==> src/rtl/chess_pkg.sv <==
// Shared chess encodings for the move generators: piece codes, the board
// square word, ray directions with their (row, col) steps, and ray masks.
package chess_pkg;

    typedef enum logic [2:0] {
        PIECE_NONE   = 3'b000,
        PIECE_PAWN   = 3'b001,
        PIECE_KNIGHT = 3'b010,
        PIECE_BISHOP = 3'b011,
        PIECE_ROOK   = 3'b100,
        PIECE_QUEEN  = 3'b101,
        PIECE_KING   = 3'b110
    } piece_t;

    typedef struct packed {
        logic [2:0] kind;
        logic       color;
        logic       occupied;
    } square_t;

    typedef enum logic [2:0] {
        DIR_UP,
        DIR_UP_RIGHT,
        DIR_RIGHT,
        DIR_DOWN_RIGHT,
        DIR_DOWN,
        DIR_DOWN_LEFT,
        DIR_LEFT,
        DIR_UP_LEFT
    } dir_t;

    // Two's-complement step per direction: 2'b11 = -1, 2'b01 = +1.
    localparam logic [1:0] DIR_DROW [8] = '{2'b11, 2'b11, 2'b00, 2'b01, 2'b01, 2'b01, 2'b00, 2'b11};
    localparam logic [1:0] DIR_DCOL [8] = '{2'b00, 2'b01, 2'b01, 2'b01, 2'b00, 2'b11, 2'b11, 2'b11};

    localparam logic [7:0] BISHOP_MASK = 8'hAA;
    localparam logic [7:0] ROOK_MASK   = 8'h55;
    localparam logic [7:0] QUEEN_MASK  = 8'hFF;

    // Non-sliding or unknown pieces get an empty mask, which marks them invalid.
    function automatic logic [7:0] ray_mask(input logic [2:0] kind);
        case (piece_t'(kind))
            PIECE_BISHOP: ray_mask = BISHOP_MASK;
            PIECE_ROOK:   ray_mask = ROOK_MASK;
            PIECE_QUEEN:  ray_mask = QUEEN_MASK;
            default:      ray_mask = 8'h00;
        endcase
    endfunction

endpackage

==> src/rtl/slider_ray_scanner_ray_step.sv <==
// One step along a ray: adds the direction delta to a board square and
// flags when the result leaves the 8x8 board (carry or borrow out of 3 bits).
module ray_step
    import chess_pkg::*;
(
    input  logic [2:0] cur_row,
    input  logic [2:0] cur_col,
    input  dir_t       dir,
    output logic [2:0] next_row,
    output logic [2:0] next_col,
    output logic       off_board
);

    logic [3:0] sum_row;
    logic [3:0] sum_col;

    always_comb begin
        sum_row = {1'b0, cur_row} + {{2{DIR_DROW[dir][1]}}, DIR_DROW[dir]};
        sum_col = {1'b0, cur_col} + {{2{DIR_DCOL[dir][1]}}, DIR_DCOL[dir]};
    end

    assign next_row  = sum_row[2:0];
    assign next_col  = sum_col[2:0];
    assign off_board = sum_row[3] | sum_col[3];

endmodule

==> src/rtl/slider_ray_scanner.sv <==
// Walks every ray of a bishop, rook or queen through one board-RAM read port
// and reports the reachable square count and capture flag per ray.
module slider_ray_scanner
    import chess_pkg::*;
#(
    parameter int READ_LAT = 1
) (
    input  logic        clk,
    input  logic        reset_n,
    input  logic        start,
    input  logic [2:0]  row,
    input  logic [2:0]  column,
    input  logic        color,
    input  logic [2:0]  piece_type,
    output logic        rd_en,
    output logic [2:0]  rd_row,
    output logic [2:0]  rd_col,
    input  logic [4:0]  rd_data,
    output logic        busy,
    output logic        done,
    output logic        err,
    output logic [23:0] allow,
    output logic [7:0]  capture
);

    localparam logic [2:0] S_IDLE  = 3'd0;
    localparam logic [2:0] S_LOAD  = 3'd1;
    localparam logic [2:0] S_DIR   = 3'd2;
    localparam logic [2:0] S_ISSUE = 3'd3;
    localparam logic [2:0] S_WAIT  = 3'd4;
    localparam logic [2:0] S_CHECK = 3'd5;
    localparam logic [2:0] S_FIN   = 3'd6;

    localparam logic [1:0] WAIT_INIT = (READ_LAT > 1) ? 2'(READ_LAT - 2) : 2'd0;

    logic [2:0] state;
    logic [2:0] piece_row;
    logic [2:0] piece_col;
    logic [2:0] piece_kind;
    logic       piece_color;
    logic [7:0] mask;
    logic [3:0] ptr;
    dir_t       cur_dir;
    logic [2:0] cur_row;
    logic [2:0] cur_col;
    logic [2:0] count;
    logic [1:0] wait_cnt;
    logic [2:0] held_row;
    logic [2:0] held_col;
    logic       ray_found;
    logic [2:0] ray_sel;
    logic [2:0] step_row;
    logic [2:0] step_col;
    logic       step_off;
    square_t    square;
    logic [2:0] unused_kind;

    assign square      = square_t'(rd_data);
    assign unused_kind = square.kind;
    assign mask        = ray_mask(piece_kind);

    // Lowest masked ray at or above the pointer; scanning downward lets the last hit win.
    always_comb begin
        ray_found = 1'b0;
        ray_sel   = 3'd0;
        for (int i = 7; i >= 0; i--) begin
            if (mask[i] && (4'(i) >= ptr)) begin
                ray_found = 1'b1;
                ray_sel   = 3'(i);
            end
        end
    end

    ray_step u_step (
        .cur_row   (cur_row),
        .cur_col   (cur_col),
        .dir       (cur_dir),
        .next_row  (step_row),
        .next_col  (step_col),
        .off_board (step_off)
    );

    // The read address is live during ISSUE and otherwise replays the last one issued.
    assign rd_en  = (state == S_ISSUE) && !step_off;
    assign rd_row = rd_en ? step_row : held_row;
    assign rd_col = rd_en ? step_col : held_col;
    assign busy   = (state != S_IDLE) && (state != S_FIN);
    assign done   = (state == S_FIN);

    always_ff @(posedge clk) begin
        if (!reset_n) begin
            state       <= S_IDLE;
            piece_row   <= 3'd0;
            piece_col   <= 3'd0;
            piece_kind  <= 3'd0;
            piece_color <= 1'b0;
            ptr         <= 4'd0;
            cur_dir     <= DIR_UP;
            cur_row     <= 3'd0;
            cur_col     <= 3'd0;
            count       <= 3'd0;
            wait_cnt    <= 2'd0;
            held_row    <= 3'd0;
            held_col    <= 3'd0;
            err         <= 1'b0;
            allow       <= 24'd0;
            capture     <= 8'd0;
        end else begin
            case (state)
                S_IDLE: begin
                    if (start) begin
                        piece_row   <= row;
                        piece_col   <= column;
                        piece_color <= color;
                        piece_kind  <= piece_type;
                        state       <= S_LOAD;
                    end
                end
                S_LOAD: begin
                    allow   <= 24'd0;
                    capture <= 8'd0;
                    ptr     <= 4'd0;
                    err     <= (mask == 8'h00);
                    state   <= (mask == 8'h00) ? S_FIN : S_DIR;
                end
                S_DIR: begin
                    if (ray_found) begin
                        cur_dir <= dir_t'(ray_sel);
                        cur_row <= piece_row;
                        cur_col <= piece_col;
                        count   <= 3'd0;
                        state   <= S_ISSUE;
                    end else begin
                        state <= S_FIN;
                    end
                end
                S_ISSUE: begin
                    if (step_off) begin
                        allow[3*int'(cur_dir) +: 3] <= count;
                        ptr   <= {1'b0, cur_dir} + 4'd1;
                        state <= S_DIR;
                    end else begin
                        held_row <= step_row;
                        held_col <= step_col;
                        wait_cnt <= WAIT_INIT;
                        state    <= (READ_LAT > 1) ? S_WAIT : S_CHECK;
                    end
                end
                S_WAIT: begin
                    if (wait_cnt == 2'd0) begin
                        state <= S_CHECK;
                    end else begin
                        wait_cnt <= wait_cnt - 2'd1;
                    end
                end
                S_CHECK: begin
                    if (!square.occupied) begin
                        count   <= count + 3'd1;
                        cur_row <= step_row;
                        cur_col <= step_col;
                        state   <= S_ISSUE;
                    end else if (square.color == piece_color) begin
                        allow[3*int'(cur_dir) +: 3] <= count;
                        ptr   <= {1'b0, cur_dir} + 4'd1;
                        state <= S_DIR;
                    end else begin
                        allow[3*int'(cur_dir) +: 3] <= count + 3'd1;
                        capture[cur_dir] <= 1'b1;
                        ptr   <= {1'b0, cur_dir} + 4'd1;
                        state <= S_DIR;
                    end
                end
                S_FIN: begin
                    state <= S_IDLE;
                end
                default: begin
                    state <= S_IDLE;
                end
            endcase
        end
    end

endmodule

==> config.mk <==
export PLATFORM = sky130hd
export DESIGN_NAME = slider_ray_scanner
export DESIGN_NICKNAME = d
export VERILOG_FILES = /design/src/rtl/chess_pkg.sv /design/src/rtl/slider_ray_scanner_ray_step.sv /design/src/rtl/slider_ray_scanner.sv
export SDC_FILE = /design/constraint.sdc
export NUM_CORES = 1
export LEC_CHECK = 0
export CORE_ASPECT_RATIO = 0.5
export CORE_MARGIN = 2
export CORE_UTILIZATION = 53
export CTS_CLUSTER_DIAMETER = 40
export DETAILED_ROUTE_END_ITERATION = 12
export GPL_TIMING_DRIVEN = 0
export PLACE_DENSITY = 0.88
export SYNTH_ARGS = -nofsm -noshare
export SYNTH_HDL_FRONTEND = slang
export SYNTH_HIERARCHICAL = 1
export SYNTH_SLANG_ARGS = --single-unit
export TNS_END_PERCENT = 20
==> constraint.sdc <==
create_clock -name clk -period 3.7 [get_ports clk]
set_input_delay 0.74 -clock clk [delete_from_list [all_inputs] [get_ports clk]]
set_output_delay 0.74 -clock clk [all_outputs]
set_load 0.02 [all_outputs]
Word-level counts from Yosys, hierarchy flattened
Memories as Yosys holds them, arrays and structs flattened.
Cells that the tools add are included.
- bits in registers: 70
- memory bits (read-only): 32
- input port bits: 18
- output and inout port bits: 42
- word-level logic and storage cells: 147
- memories: 2
- $add $sub $neg: 6
- $mul: 1
- $lt $le $gt $ge: 11
- equality and inequality tests: 20
- shifts and indexed selects: 3
- muxes and demuxes: 56
- bitwise gates (word level): 4
- reduce and logical (&&, ||, !) cells: 28
- memory list (memory ; words ; width ; read ports ; clocked after memory_dff ; write ports ; line ; source):
    (no name shown) ; 8 ; 2 ; 1 ; 0 ; 0 ; slider_ray_scanner_ray_step.sv:18 ; sum_row = {1'b0, cur_row} + {{2{DIR_DROW[dir][1]}}, DIR_DROW[dir]};
    (no name shown) ; 8 ; 2 ; 1 ; 0 ; 0 ; slider_ray_scanner_ray_step.sv:19 ; sum_col = {1'b0, cur_col} + {{2{DIR_DCOL[dir][1]}}, DIR_DCOL[dir]};
- operators by type and width (cell ; count):
    2-to-1 mux 24 bit ; 3
    case mux 24 bit (3 select lines) ; 1
    indexed part select 3 x 33 -> 24 bit ; 2
    2-to-1 mux 3 bit ; 21
    bitwise mux 24 bit ; 2
    negation 5 -> 33 bit ; 1
    variable shift 3 x 33 -> 24 bit, first input constant ; 1
    case mux 8 bit (3 select lines) ; 1
    inequality test 2 bit, second input constant ; 9
    case mux 3 bit (2 select lines) ; 3
    case mux 3 bit (6 select lines) ; 1
    greater-or-equal comparator 3 x 4 -> 1 bit, first input constant ; 4
    2-to-1 mux 8 bit ; 2
    case mux 8 bit (2 select lines) ; 1
    equality test 3 bit, second input constant ; 5
    2-to-1 mux 2 bit ; 6
    case mux 4 bit (3 select lines) ; 1
    AND reduction 3 bit ; 4
    logical AND 1 bit ; 11
    2-to-1 mux 1 bit ; 10
    equality test 3 x 2 -> 1 bit, second input constant ; 3
    adder 3 x 4 -> 4 bit ; 2
    greater-or-equal comparator 1 x 4 -> 1 bit, first input constant ; 2
    greater-or-equal comparator 2 x 4 -> 1 bit, first input constant ; 2
    other kinds (24) ; 31

Depth between registers and ports, before layout
Gate-level depths: netlist (run 1).
- word-level depth: 13
- gate-level depth with buffers: 12
- mapped depth without buffers: 11

Cells and area by module
Netlist (run 1), hierarchy kept.
- by module, submodules not included (module ; times used ; cells each ; area an instance (um^2) ; sequential area each (um^2)):
    slider_ray_scanner ; 1 ; 378 ; 3239.4 ; 1401.3
    ray_step ; 1 ; 24 ; 210.2 ; 0.0

Worst setup path before layout (run 1)
OpenSTA, ideal clock, no wires.
- path kind: reg2out
- start: reg cur_dir[1]
- end: out rd_col[0]
- arrival time: 2.341 ns
- required time: 2.960 ns
- setup slack: 0.619 ns
- cell stages (with the launch flop): 10
- path buffers: 1
- cell sequence: dfxtp_1 -> or2_1 -> nand2_1 -> ha_1 -> a21o_1 -> o211ai_1 -> nand4_1 -> nor2_1 -> buf_4 -> mux2_1
- longest elaborated chain between the ends: 9
- elaborated cells on any way between the ends: 13
- those cells by class: 2 x add/sub; 5 x mux; 2 x bitwise; 2 x reduce/logical; 2 x memory
- RTL lines (what ; line ; source):
    from (decl) ; slider_ray_scanner.sv:43 ; dir_t cur_dir;
    from (signal assigned) ; slider_ray_scanner.sv:128 ; cur_dir <= dir_t'(ray_sel);
    NOT 3 -> 4 bit (implied by the code) * ; slider_ray_scanner_ray_step.sv:18, slider_ray_scanner_ray_step.sv:19 ;
    memory (8 x 2 bit) (on tied branches) ; - ;
    2-to-1 mux 2 bit (on tied branches) (2 in a row) ; slider_ray_scanner_ray_step.sv:18, slider_ray_scanner_ray_step.sv:19 ;
    adder 3 x 4 -> 4 bit (on tied branches) ; slider_ray_scanner_ray_step.sv:18, slider_ray_scanner_ray_step.sv:19 ;
    bitwise OR 1 bit * ; slider_ray_scanner_ray_step.sv:24 ; assign off_board = sum_row[3] | sum_col[3];
    via step_off ; slider_ray_scanner.sv:54 ; logic step_off;
    zero test 1 bit * ; slider_ray_scanner.sv:84 ; assign rd_en = (state == S_ISSUE) && !step_off;
    logical AND 1 bit * ; slider_ray_scanner.sv:84 ;
    via rd_en ; slider_ray_scanner.sv:15 ; output logic rd_en,
    2-to-1 mux 3 bit * ; slider_ray_scanner.sv:86 ; assign rd_col = rd_en ? step_col : held_col;
    to (decl) ; slider_ray_scanner.sv:17 ; output logic [2:0] rd_col,
Mark *: on every way through the listed nets, which the timed path passes. The rest lies on a longest branch. The select of a mux whose other input is x is not followed.

Final worst setup path (run 1)
- start: reg cur_dir[2]
- end: out rd_row[1]
- longest elaborated chain between the ends: 9
- elaborated cells on any way between the ends: 13
- those cells by class: 2 x add/sub; 5 x mux; 2 x bitwise; 2 x reduce/logical; 2 x memory
- RTL lines (what ; line ; source):
    NOT 3 -> 4 bit (implied by the code) * ; slider_ray_scanner_ray_step.sv:18, slider_ray_scanner_ray_step.sv:19 ;
    memory (8 x 2 bit) (on tied branches) ; - ;
    2-to-1 mux 2 bit (on tied branches) (2 in a row) ; slider_ray_scanner_ray_step.sv:18, slider_ray_scanner_ray_step.sv:19 ;
    adder 3 x 4 -> 4 bit (on tied branches) ; slider_ray_scanner_ray_step.sv:18, slider_ray_scanner_ray_step.sv:19 ;
    bitwise OR 1 bit * ; slider_ray_scanner_ray_step.sv:24 ;
    via step_off ; slider_ray_scanner.sv:54 ;
    zero test 1 bit * ; slider_ray_scanner.sv:84 ;
    logical AND 1 bit * ; slider_ray_scanner.sv:84 ;
    2-to-1 mux 3 bit * ; slider_ray_scanner.sv:85 ; assign rd_row = rd_en ? step_row : held_row;
    to (decl) ; slider_ray_scanner.sv:16 ; output logic [2:0] rd_row,
Marked as above.

==> impl_metrics.json, run 1 <==
{
  "clock-sinks": 70,
  "yosysTopAreaCellShare_pct": 40.6,
  "yosysMostFrequentCell": "dfxtp_1",
  "slew_viol_final": 0,
  "grt_max_degree": 14,
  "fillCellCount": 466,
  "rows": 20,
  "cp-start-kind": "register",
  "setup_viol": 0,
  "fp.dieH_um": 61.0,
  "netlist_area_sq_um": 3450,
  "port_buffers": 55,
  "synth_mux_area_share_pct": 5.22,
  "fin_crit_sh_pct": 97.4,
  "clkPwrFrac_pct": 35.2,
  "numCtsBuffers": 9,
  "p_per_area_nw_per_um2": 563,
  "grt_use_total_pct": 26.2,
  "slew_headroom_pct": 52.7,
  "clk_pin_slew_ps": 60,
  "syn-num-nets": 431,
  "p_leak_uw": 0.00171,
  "synthSimpleGateAreaFrac_pct": 25.0,
  "required_ps": 2960,
  "synth_cell_types": 66,
  "ant_nets": 0,
  "vias_per_cell": 5.78,
  "route.detailed.drc": 0,
  "cp-end-kind": "output port",
  "synth-edff-count": 0,
  "reg2reg_from": "cur_dir[1]",
  "wirelength_um": 9150,
  "setup.worst_path.start": "cur_dir[2]",
  "tightest_slew_ps": 709,
  "fin_cells": 567,
  "ys_seq_elements": 70,
  "synth_common_cells": "70 x dfxtp_1, 54 x nand2_1, 33 x o21ai_0",
  "peakVddDrop_uv": 304,
  "ys_seq_area_share_pct": 40.6,
  "placed_cell_area_sq_um": 4110,
  "avgSynthCellArea_sq_um": 8.58,
  "fin_nets": 503,
  "gp_congestion": 0.935,
  "synth_cells": 402,
  "avgRoutedWirePerCell_um": 16.1,
  "fp.dieW_um": 118,
  "synth_top_family_by_area": "simple AND/OR/NAND/NOR gates",
  "fmax_mhz": 278,
  "gr-total-overflow": 0,
  "yosys.area.top_type": "dfxtp_1",
  "antennaDiodeCount": 0,
  "synthAdderAreaFrac_pct": 4.21,
  "worstPathArrival_ps": 2860,
  "synth_xor_area_share_pct": 2.90,
  "htree_num_levels": 3,
  "dp_hpwl_um": 6100,
  "seqPwrFrac_pct": 34.6,
  "p_int_uw": 1650,
  "report.power.total_uw": 2520,
  "synthTopCellsByArea": "dfxtp_1 41%, nand2_1 5.9%, o21ai_0 4.8%, nand3_1 4.1%, a21oi_1 3.6%",
  "synth-main-ff-cell": "dfxtp_1",
  "hold_class": "register to register",
  "cp_max_fo": 9,
  "maxCapViolCount": 0,
  "min-delay-start": "capture[5]",
  "ios": 60,
  "antenna_found_initial": 0,
  "dp.cells": 545,
  "p_sw_share_pct": 34.3,
  "drive_above_1_share_pct": 13.4,
  "grt_pass1_wl_um": 14500,
  "min_period_ps": 3600,
  "path_class": "register to output port",
  "skew_ps": 10.9,
  "clkLatencyLatePin_ps": 340,
  "dr.pass1.iters": 6,
  "coreArea_sq_um": 6180,
  "switchingPower_uw": 864,
  "synth_async_sr_flop_share_pct": 0,
  "synthToLayoutAreaGrowth_pct": 29.6,
  "finalInstanceArea_sq_um": 4470,
  "die-area_sq_um": 7210,
  "combPwrFrac_pct": 30.3,
  "hold_viol": 0,
  "ys_warn_count": 6,
  "cts_tree": "done",
  "first_global_vias": 3008,
  "start_util_pct": 55.8,
  "vias": 3280,
  "status": "finished clean",
  "synth_compound_area_share_pct": 17.8,
  "cts-root-buf": "clkbuf_16",
  "clk_path_buf_depth": 2,
  "dr.first_iter.drc_count": 312
}
final timing paths:
| path | to | slack (ps) | cells past startpoint |
|---|---|---|---|
| setup / recovery | rd_row[1] | 100 | 10 |
| hold / removal | capture[5] | 460 | 2 |
| setup reg to reg | allow[0] | 560 | 12 |
| hold reg to reg | capture[5] | 460 | 2 |
flip-flops by register name (all words and copies together), names as in the netlist:
register     flops
piece_row        3
ptr              4
piece_col        3
capture          8
wait_cnt         2
held_row         3
cur_col          3
allow           24
piece_kind       3
cur_dir          3
err              1
state            3
held_col         3
cur_row          3
piece_color      1
count            3
power groups by stage:
| stage | clock, uW | sequential (uW) | combinational [uW] |
|---|---|---|---|
| floorplan | 0 | 885 | 522 |
| global placement | 0 | 882 | 711 |
| detailed placement | 0 | 886 | 727 |
| CTS | 883 | 871 | 735 |
| global route | 927 | 878 | 827 |
| finish | 886 | 870 | 762 |
final cells by class:
| type | instances | area (sq um) | area share, % |
|---|---|---|---|
| timing repair buffer | 61 | 584 | 13.1 |
| multi-input combinational | 303 | 1910 | 42.7 |
| tap | 88 | 110 | 2.46 |
| clock inverter | 6 | 68.8 | 1.54 |
| clock buffer | 10 | 239 | 5.35 |
| buffer | 22 | 124 | 2.77 |
| inverter | 7 | 26.3 | 0.588 |
| sequential | 70 | 1410 | 31.6 |
stage by stage:
step	worst slack, ps	setup TNS [ps]	hold slack, ps	util, %
final	96.4	0	457	72.3
after global routing	-49.3	-177	482	72.3
after CTS	-0.475	-0.475	461	71.6
after detailed placement	-193	-900	446	66.5
after global placement	-171	-804	439	66.5
after floorplan	619	0	436	-
placed cells by master (no fill, tap or decap), drive strengths merged, types with 2 or more instances in the layout:
cell type      Yosys  final
a21oi             27     27
a2bb2oi            2      2
a32o               5      5
and2              10     10
and3               4      4
and3b              2      2
buf               15     21
clkbuf             7     19
clkdlybuf4s15      0      3
clkdlybuf4s50      0     49
clkinv             0      2
dfxtp             70     70
ha                10     10
inv                7      9
mux2               8      8
mux2i              9      9
nand2             55     55
nand2b             3      3
nand3             28     28
nand4             11     11
nor2              24     24
nor2b              5      5
nor3              10     10
o21a               3      3
o21ai             40     40
o22ai              2      2
o31a               2      2
or2                7      7
or3                5      5
xnor2              3      3
xor2               5      5
worst max-delay path: stages (launching register included):
cell	delay, ps
dfxtp_2	360
or2_1	280
nand2_2	110
ha_1	270
a21o_1	200
o211ai_1	160
nand4_1	170
nor2_2	180
buf_6	160
mux2_1	340
clkdlybuf4s15_1	290
kinds of logic after synthesis:
group                    after synthesis
adder cells (fa/ha/maj)               11
buffers and inverters                 29
multiplexers                          17
AO/OA/AOI/OAI                         95
flip-flops                            70
XOR/XNOR                               9
AND/OR/NAND/NOR                      171
metal layers:
| metal | part of all wire [%] | vias up | GRT usage (%) |
|---|---|---|---|
| met5 | 0 | - | 0 |
| met1 | 43 | 1501 | 32.3 |
| met2 | 45 | 172 | 44.9 |
| li1 | - | 1577 | - |
| met3 | 9.5 | 30 | 6.94 |
| met4 | 2.6 | 0 | 12.4 |
repair_timing:
| action | CTS | global route |
|---|---|---|
| gates resized for setup | 14 | 7 |
| setup buffers | 0 | 6 |
| pin swaps | 1 | 2 |
| hold buffers | 0 | 0 |
| setup endpoints to repair | 7 | 6 |
Power figures use the tool's default switching activity.
==> run 2, diff against run 1 <==
- CAP_MARGIN: not set -> 20
==> results of run 2 <==
The final DEF is identical to that of run 1; final timing and power are the same.
==> run 3, diff against run 2 <==
- CORE_UTILIZATION: 53 -> 35
- PLACE_DENSITY: 0.88 -> 0.65
==> run 3 against run 2 <==
  * Clock power fell by 11%
  * Design area rose by 0.67%
  * Global-route usage fell by 8.7 points
  * Via count down 6.3%
  * Critical path type unchanged
==> impl_metrics.json, run 3 (synthesis results as in run 1) <==
{
  "fp.dieH_um": 74.2,
  "cts-root-buf": "clkbuf_16",
  "ant_nets": 0,
  "grt_max_degree": 14,
  "pre_cts_ws_ps": -246,
  "cp_max_fo": 10,
  "skew_ps": 2.35,
  "fp.dieW_um": 144,
  "setup_ws_ps": 158,
  "required_ps": 2960,
  "report.power.total_uw": 2420,
  "top_regs": "allow x24, capture x8, ptr x4",
  "dr.pass1.iters": 5,
  "path_class": "register to output port",
  "hold_viol": 0,
  "rows": 25,
  "largest_register": "allow",
  "setup_viol": 0,
  "p_per_area_nw_per_um2": 538,
  "cp-start-kind": "register",
  "grt_pass1_wl_um": 14300,
  "dp.cells": 592,
  "cts_tree": "done",
  "layout_common_cells": "67 x dfxtp_1, 53 x nand2_1, 48 x clkdlybuf4s50_1",
  "vias": 3074,
  "p_leak_uw": 0.00173,
  "hold_class": "register to register",
  "coreArea_sq_um": 9510,
  "numCtsBuffers": 9,
  "synthToLayoutAreaGrowth_pct": 30.4,
  "die-area_sq_um": 10700,
  "wirelength_um": 9040,
  "fin_cells": 616,
  "start_util_pct": 36.3,
  "maxCapViolCount": 0,
  "first_global_vias": 2778,
  "dr.first_iter.drc_count": 202,
  "route.detailed.drc": 0,
  "dp_hpwl_um": 6450,
  "ios": 60,
  "critical-path-top-delay-family": "simple AND/OR/NAND/NOR gates",
  "fin_nets": 506,
  "clk_pin_slew_ps": 50,
  "clkLatencyLatePin_ps": 330,
  "worstPathArrival_ps": 2800,
  "slowest_stage": "dfxtp_4",
  "cp-end-kind": "output port",
  "port_buffers": 55,
  "grt_use_total_pct": 17.5,
  "fillCellCount": 943,
  "final_common_cell": "dfxtp_1",
  "slew_headroom_pct": 57.5,
  "status": "finished clean",
  "htree_num_levels": 3,
  "worstPathBufferInverterCount": 2,
  "min_period_ps": 3540,
  "gr-total-overflow": 0,
  "holdBufCountCts": 0,
  "antennaDiodeCount": 0,
  "peakVddDrop_uv": 260,
  "path_cells": "or2_1 -> nand2_2 -> ha_1 -> a21o_1 -> o211ai_1 -> nand4_1 -> nor2_2 -> buf_4 -> mux2_2 -> dlygate4sd2_1",
  "ff2ff_setup_slack_ps": 660,
  "largest_register_ffs": 24,
  "rsz0062_at_grt": "false",
  "setup.worst_path.start": "cur_dir[1]",
  "clk_path_buf_depth": 2,
  "slowest_delay_ps": 380,
  "gp_congestion": 0.891,
  "slew_viol_final": 0,
  "avgRoutedWirePerCell_um": 14.7,
  "clock-sinks": 70,
  "tightest_slew_ps": 637,
  "fin_crit_sh_pct": 95.7,
  "fmax_mhz": 282,
  "reg2reg_from": "cur_dir[1]",
  "antenna_found_initial": 0,
  "vias_per_cell": 4.99,
  "drive_above_1_share_pct": 13.7,
  "min-delay-start": "capture[1]"
}
## run 3: what timing repair did
| action | 4_1_cts | 5_1_grt |
|---|---|---|
| endpoints found under the setup margin | 7 | 6 |
| pin swaps | 2 | 2 |
| gates resized for setup | 16 | 9 |
| setup buffers | 1 | 8 |
## run 3: worst register-to-register path, cell delays in order, from the launching register on
cell	delay, ps
dfxtp_4	380
or2_1	260
nand2_2	110
ha_1	270
and3_1	170
a211o_1	260
nand4_1	130
buf_4	140
nor2b_1	40
o22ai_1	190
buf_2	270
nand4_1	280
and3_1	280
o21a_1	160
## run 3: final timing paths
path | to | cells past startpoint
max | rd_col[1] | 10
min | capture[1] | 2
min reg2reg | capture[1] | 2
max reg2reg | allow[0] | 13
## run 3: metrics by stage
stage / utilization, % / hold slack (ps) / cell area [sq um] / setup TNS, ps
floorplan: - / 436 / 3450 / 0
global placement: 43.8 / 437 / 4170 / -1050
detailed placement: 43.8 / 441 / 4170 / -1180
CTS: 46.9 / 454 / 4460 / 0
global route: 47.3 / 485 / 4500 / 0
finish: 47.3 / 450 / 4500 / 0
## run 3: where the power goes
part           leakage [uW]  switching, uW  internal (uW)
Sequential         0.000568           51.9            819
Clock              0.000133            301            486
Combinational       0.00103            471            292
Total               0.00173            823           1600
## run 3: area by class of cell
class	instances	area, sq um	area share, %
buffer	22	124	2.75
clock buffer	14	264	5.87
clock inverter	1	5.00	0.111
inverter	7	26.3	0.584
multi-input combinational	303	1910	42.4
sequential	70	1410	31.3
tap	135	169	3.75
timing repair buffer	64	594	13.2
## run 3: per-layer routing
layer	global-route usage, %	vias to the layer above	share of wire, %
li1	-	1584	-
met1	24.7	1417	49
met2	26.9	66	44
met3	4.96	7	6.5
met4	4.21	0	0.89
met5	0	-	0
